File: src/rtl/cc_branch_controller.sv
// cc_branch_controller: condition-code sequencing and branch resolution.
// Holds one decoded instruction at a time; pulses ldcc, br_valid, done, wb_timeout.
module cc_branch_controller #(
   parameter int WB_TIMEOUT  = 15,
   parameter bit LEA_SETS_CC = 1'b1
) (
   input  logic        i_clk,
   input  logic        i_reset,
   input  logic        i_instr_valid,
   output logic        o_instr_ready,
   input  logic [15:0] i_instr,
   input  logic        i_bus_valid,
   input  logic [2:0]  i_nzp,
   output logic        o_ldcc,
   output logic        o_br_valid,
   output logic        o_br_taken,
   output logic        o_done,
   output logic        o_wb_timeout
);

   localparam int CW = (WB_TIMEOUT > 1) ? $clog2(WB_TIMEOUT) : 1;
   localparam logic [CW-1:0] CNT_LAST = CW'(WB_TIMEOUT - 1);

   typedef enum logic [1:0] {
      S_IDLE,
      S_WAIT_WB,
      S_EVAL,
      S_RETIRE
   } state_t;

   state_t        r_state;
   state_t        w_state_nxt;
   logic [CW-1:0] r_cnt;
   logic [CW-1:0] w_cnt_nxt;
   logic [2:0]    r_cond;
   logic [2:0]    w_cond_nxt;
   logic          r_done;
   logic          w_done_nxt;
   logic          r_br_valid;
   logic          w_br_valid_nxt;
   logic          r_br_taken;
   logic          w_br_taken_nxt;
   logic          r_timeout;
   logic          w_timeout_nxt;
   logic [3:0]    w_op;
   logic          w_is_cc;
   logic          w_unused;

   // Only the branch condition field survives past accept.
   assign w_op     = i_instr[15:12];
   assign w_unused = ^i_instr[8:0];

   // Opcode classification: does this instruction load the CC register?
   always_comb begin
      w_is_cc = 1'b0;
      case (w_op)
         4'b0001, 4'b0101, 4'b1001,
         4'b0010, 4'b1010, 4'b0110: w_is_cc = 1'b1;
         4'b1110:                   w_is_cc = LEA_SETS_CC;
         default:                   w_is_cc = 1'b0;
      endcase
   end

   // Next-state and registered-pulse logic.
   always_comb begin
      w_state_nxt    = r_state;
      w_cnt_nxt      = r_cnt;
      w_cond_nxt     = r_cond;
      w_done_nxt     = 1'b0;
      w_br_valid_nxt = 1'b0;
      w_br_taken_nxt = 1'b0;
      w_timeout_nxt  = 1'b0;
      unique case (r_state)
         S_IDLE: begin
            if (i_instr_valid) begin
               w_cond_nxt = i_instr[11:9];
               w_cnt_nxt  = '0;
               if (w_is_cc)
                  w_state_nxt = S_WAIT_WB;
               else if (w_op == 4'b0000)
                  w_state_nxt = S_EVAL;
               else
                  w_state_nxt = S_RETIRE;
            end
         end
         S_WAIT_WB: begin
            if (i_bus_valid) begin
               w_done_nxt  = 1'b1;
               w_cnt_nxt   = '0;
               w_state_nxt = S_IDLE;
            end else if (r_cnt == CNT_LAST) begin
               w_timeout_nxt = 1'b1;
               w_cnt_nxt     = '0;
               w_state_nxt   = S_IDLE;
            end else begin
               w_cnt_nxt = r_cnt + CW'(1);
            end
         end
         S_EVAL: begin
            w_br_taken_nxt = |(r_cond & i_nzp);
            w_br_valid_nxt = 1'b1;
            w_done_nxt     = 1'b1;
            w_state_nxt    = S_IDLE;
         end
         S_RETIRE: begin
            w_done_nxt  = 1'b1;
            w_state_nxt = S_IDLE;
         end
         default: w_state_nxt = S_IDLE;
      endcase
   end

   // State, counter, latched condition and pulse registers.
   always_ff @(posedge i_clk) begin
      if (i_reset) begin
         r_state    <= S_IDLE;
         r_cnt      <= '0;
         r_cond     <= '0;
         r_done     <= 1'b0;
         r_br_valid <= 1'b0;
         r_br_taken <= 1'b0;
         r_timeout  <= 1'b0;
      end else begin
         r_state    <= w_state_nxt;
         r_cnt      <= w_cnt_nxt;
         r_cond     <= w_cond_nxt;
         r_done     <= w_done_nxt;
         r_br_valid <= w_br_valid_nxt;
         r_br_taken <= w_br_taken_nxt;
         r_timeout  <= w_timeout_nxt;
      end
   end

   // ldcc is same-cycle so the CC register samples the bus at this edge.
   assign o_ldcc        = !i_reset && (r_state == S_WAIT_WB) && i_bus_valid;
   assign o_instr_ready = (r_state == S_IDLE);
   assign o_done        = r_done;
   assign o_br_valid    = r_br_valid;
   assign o_br_taken    = r_br_taken;
   assign o_wb_timeout  = r_timeout;

endmodule

File: config.mk
export PLATFORM = sky130hd
export DESIGN_NAME = cc_branch_controller
export DESIGN_NICKNAME = d
export VERILOG_FILES = /design/src/rtl/cc_branch_controller.sv
export SDC_FILE = /design/constraint.sdc
export NUM_CORES = 1
export LEC_CHECK = 0
export ABC_AREA = 1
export CAP_MARGIN = 20
export CELL_PAD_IN_SITES_DETAIL_PLACEMENT = 1
export CELL_PAD_IN_SITES_GLOBAL_PLACEMENT = 1
export CORE_MARGIN = 2
export CORE_UTILIZATION = 27
export DETAILED_ROUTE_END_ITERATION = 8
export GPL_ROUTABILITY_DRIVEN = 0
export PLACE_DENSITY_LB_ADDON = 0.1
export SYNTH_ARGS = -nofsm -noshare
export SYNTH_HDL_FRONTEND = slang
export SYNTH_SLANG_ARGS = --single-unit
File: constraint.sdc
create_clock -name i_clk -period 1.57 [get_ports i_clk]
set_input_delay 0.314 -clock i_clk [delete_from_list [all_inputs] [get_ports i_clk]]
set_output_delay 0.314 -clock i_clk [all_outputs]
set_load 0.05 [all_outputs]
==> tab_implementation.tex <==
\begin{tabular}{lr}
\hline
Metric & Value \\
\hline
\multicolumn{2}{l}{\textbf{STA}} \\
Crit path time final & 1503 ps \\
Count of endpoints failing setup in the final report & 0 \\
Relative slew slack & 80.65\% \\
Worst setup skew after layout & 1.300 ps \\
Final Hold Viols & 0 \\
Max Fclk & 0.6652 GHz \\
Transition at the pin with the smallest max-transition slack & 288.3 ps \\
RSZ-0062 raised after global routing & false \\
Max Slew Vio Count & 0 \\
Min setup slack post-route & 66.63 ps \\
Tcrit/Tclk final & 95.76\% \\
TNS Setup & 0 ps \\
Post-Route Hold Slack & 491.7 ps \\
\multicolumn{2}{l}{\textbf{Worst setup path}} \\
Maximum net fanout on the critical path & 2 \\
Cell type of the slowest stage on the worst timing path & sky130\_fd\_sc\_hd\_\_clkdlybuf4s50\_1 \\
CP startpoint kind & input port \\
Series of cell instances along the critical path & clkdlybuf4s50\_1 -> inv\_2 -> nand2\_1 -> nor2\_2 -> buf\_12 \\
Crit path DAT & 1190 ps \\
Biggest cell delay along the critical path & 440 ps \\
Required time at the worst-slack endpoint & 1260 ps \\
Category of the worst setup path capture point & output port \\
Buf/Inv on CP & 3 \\
Category of the most critical setup path & input port to output port \\
Top Family by Delay on Critical Path & buffers and inverters \\
\multicolumn{2}{l}{\textbf{GRT}} \\
Leftover overflow at the end of global routing & 0 \\
Number of global-route vias before repair & 569 \\
Number of antenna violations at the first check in global routing & 0 \\
Pin count of the biggest net entering global routing & 8 \\
Overall routing resource usage & 12.90\% \\
Wire length of the first global-routing pass & 2352 µm \\
\multicolumn{2}{l}{\textbf{Cells and area}} \\
Post-layout utilization of the core & 43.31\% \\
Growth of design area from synthesis to finish & 50.11\% \\
Register cell area after layout & 261.5 µm² \\
Number of antenna cells inserted & 0 \\
NumNets Final & 128 \\
Area occupied by multi-input gates & 272.8 µm² \\
Fin area & 858.3 µm² \\
Layout cells sized above 1 & 21.57\% \\
Filler cell count in the final layout & 246 \\
\multicolumn{2}{l}{\textbf{Logic synthesis}} \\
Total number of yosys warnings & 0 \\
Most used standard cells in the synthesized netlist & sky130\_fd\_sc\_hd\_\_dfxtp\_1, sky130\_fd\_sc\_hd\_\_nor2\_1, sky130\_fd\_sc\_hd\_\_nand2\_1, sky130\_fd\_sc\_hd\_\_inv\_1, sky130\_fd\_sc\_hd\_\_nand3\_1 \\
Synthesized area divided by synthesized cell count & 7.524 µm² \\
Share of async-settable or async-resettable flops after synthesis & 0\% \\
Number of synthesized flops with an enable pin & 0 \\
Total nets after synthesis & 101 \\
Synth area leaders & sky130\_fd\_sc\_hd\_\_dfxtp\_1, sky130\_fd\_sc\_hd\_\_nor2\_1, sky130\_fd\_sc\_hd\_\_nand2\_1 \\
Synthesized flop and latch total & 13 \\
Library cell with the largest summed area after synthesis & sky130\_fd\_sc\_hd\_\_dfxtp\_1 \\
Unique cell type count in the Yosys netlist & 19 \\
Primary FF master, synth & sky130\_fd\_sc\_hd\_\_dfxtp\_1 \\
Post-synthesis instance area & 571.8 µm² \\
Count of mapped cells out of synthesis & 76 \\
Sequential-to-total area share from yosys stat & 45.51\% \\
Share of Yosys cell area claimed by the top area cell type & 45.51\% \\
\multicolumn{2}{l}{\textbf{Hold path}} \\
Worst hold-check path type & register to register \\
\multicolumn{2}{l}{\textbf{Power and ir drop}} \\
Clk pwr share & 27.8\% \\
Sw power & 210.0 µW \\
Cell Pwr Density & 858.8 nW/µm² \\
Pleak & 0.3804 nW \\
Sw Ratio & 28.49\% \\
Power share of the combinational group & 22.9\% \\
Flop pwr share & 49.3\% \\
IR drop worst, VDD & 0.5699 mV \\
Internal power & 527.2 µW \\
\multicolumn{2}{l}{\textbf{Floorplanning}} \\
Initial Utilization & 28.85\% \\
Number of rows in the core area & 16 \\
Width of the die & 50.02 µm \\
Die footprint & 2502 µm² \\
Die height & 50.02 µm \\
Number of primary I/O pins & 29 \\
Core Region & 1982 µm² \\
\multicolumn{2}{l}{\textbf{Routing}} \\
Wirelength, routed & 1295 µm \\
Number of nets with antenna violations after routing & 0 \\
Number of search-and-repair iterations in the first detailed-routing pass & 2 \\
Vias per std cell & 4.349 \\
Starting DRT DRC Count & 2 \\
Remaining design rule violation count & 0 \\
Average routed wire per standard cell & 10.04 µm \\
Total via count after detailed routing & 561 \\
\multicolumn{2}{l}{\textbf{Placed design}} \\
PortBufs & 19 \\
Placed Instance Area & 828.3 µm² \\
Detailed-placement wirelength estimate & 1039 µm \\
Post-Place Worst Slack & 22.56 ps \\
\multicolumn{2}{l}{\textbf{Clock tree}} \\
Total clock sinks & 13 \\
Clock latency on the worst-skew pair & 270 ps \\
Cell at the root of the clock tree & sky130\_fd\_sc\_hd\_\_clkbuf\_4 \\
Buffers from clock root to sink, at most & 2 \\
Total clock buffers created by CTS & 3 \\
TritonCTS clock tree & yes \\
Buffer count from post-CTS setup fixing & 0 \\
H-tree depth reported by CTS & 1 \\
CTS clock-pin slew for the worst setup and hold paths & 80 ps \\
\multicolumn{2}{l}{\textbf{Flow run}} \\
Max-cap violations & 0 \\
\multicolumn{2}{l}{\textbf{Run status}} \\
Run status & finished clean \\
\hline
\end{tabular}
## area by class of cell
type	count	share of cell area, %
Tap cell	27	3.936
Timing Repair Buffer	22	25.95
Multi-Input combinational cell	52	31.78
Sequential cell	13	30.47
Clock buffer	4	3.061
Inverter	11	4.810
## metal layers
layer  vias up  part of all wire [%]  global-route usage [%]
met2        17                    45                   21.49
met3         2                   7.5                   6.667
li1        298                     -                       -
met4         0                   1.0                   4.167
met1       244                    46                   13.94
met5         -                     0                       0
## stage by stage
| stage | power, mW | std cells |
|---|---|---|
| after floorplan | 0.4573 | 76 |
| after global placement | 0.5369 | 125 |
| after detailed placement | 0.5391 | 125 |
| after CTS | 0.7522 | 129 |
| after global routing | 0.7993 | 129 |
| final | 0.7372 | 129 |
## cell usage in the layout, fill, tap and decap left out, types with 2 or more instances in the layout
cell type and instances:
sky130_fd_sc_hd__buf_4 7, sky130_fd_sc_hd__nand3_1 7, sky130_fd_sc_hd__buf_12 2, sky130_fd_sc_hd__nor2_2 2, sky130_fd_sc_hd__nand2_2 2, sky130_fd_sc_hd__clkdlybuf4s50_1 13
sky130_fd_sc_hd__o21ai_0 2, sky130_fd_sc_hd__nor2_1 12, sky130_fd_sc_hd__ha_1 2, sky130_fd_sc_hd__dfxtp_1 12, sky130_fd_sc_hd__o21bai_1 2, sky130_fd_sc_hd__a21oi_1 2
sky130_fd_sc_hd__inv_2 4, sky130_fd_sc_hd__nand2_1 11, sky130_fd_sc_hd__clkbuf_4 3, sky130_fd_sc_hd__o21ai_1 4, sky130_fd_sc_hd__inv_1 7
## power groups by stage
| stage | Clock (mW) | Sequential (mW) | Combinational (mW) |
|---|---|---|---|
| 2_1_floorplan | 0 | 0.379 | 0.0787 |
| 3_3_place_gp | 0 | 0.370 | 0.167 |
| 5_1_grt | 0.245 | 0.368 | 0.186 |
| 3_5_place_dp | 0 | 0.371 | 0.168 |
| 6_report | 0.205 | 0.364 | 0.169 |
| 4_1_cts | 0.218 | 0.364 | 0.170 |
## cells by family (layout without fill, tap and decap cells)
kind of cell               count (synthesis)  after routing  synth area share (%)
AOI/OAI and AO/OA                         13             13                 14.22
xor gates and xnor gates                   1              1                 1.532
adders and majority gates                  2              2                 4.376
buffers and inverters                     11             37                 7.221
DFF                                       13             13                 45.51
and+or+nand+nor                           36             36                 27.13
## flip-flops by register name, indices dropped and copies added (netlist names)
signal	count
o_br_taken	1
o_br_valid	1
o_done	1
o_wb_timeout	1
r_cnt	4
r_cond	3
r_state	2
## what timing repair did
item / CTS / global route
hold endpoints to repair: 0 / 0
setup endpoints to repair: 1 / 1
gates resized for setup: 2 / 1
hold buffers: 0 / 0
pin swaps: 0 / 0
## worst register-to-register path, stage by stage, from the launching register on
cell and delay, ps:
sky130_fd_sc_hd__dfxtp_1 410, sky130_fd_sc_hd__inv_1 60, sky130_fd_sc_hd__ha_1 190, sky130_fd_sc_hd__nand3_1 100, sky130_fd_sc_hd__nand3_1 100, sky130_fd_sc_hd__nand2_1 80, sky130_fd_sc_hd__nand2_2 80, sky130_fd_sc_hd__nor2_1 100
## path summary, 6_finish.rpt
| path | start | to | slack [ps] | cells past startpoint |
|---|---|---|---|---|
| worst min-delay path | r_cond[1]$_SDFFE_PP0P_ | r_cond[1]$_SDFFE_PP0P_ | 490 | 2 |
| worst max register to register | r_cnt[0]$_SDFFE_PP0P_ | r_cnt[2]$_SDFFE_PP0P_ | 380 | 7 |
| worst min register to register | r_cond[1]$_SDFFE_PP0P_ | r_cond[1]$_SDFFE_PP0P_ | 490 | 2 |
| worst max-delay path | i_reset | o_ldcc | 70 | 5 |
Power figures use the tool's default switching activity.
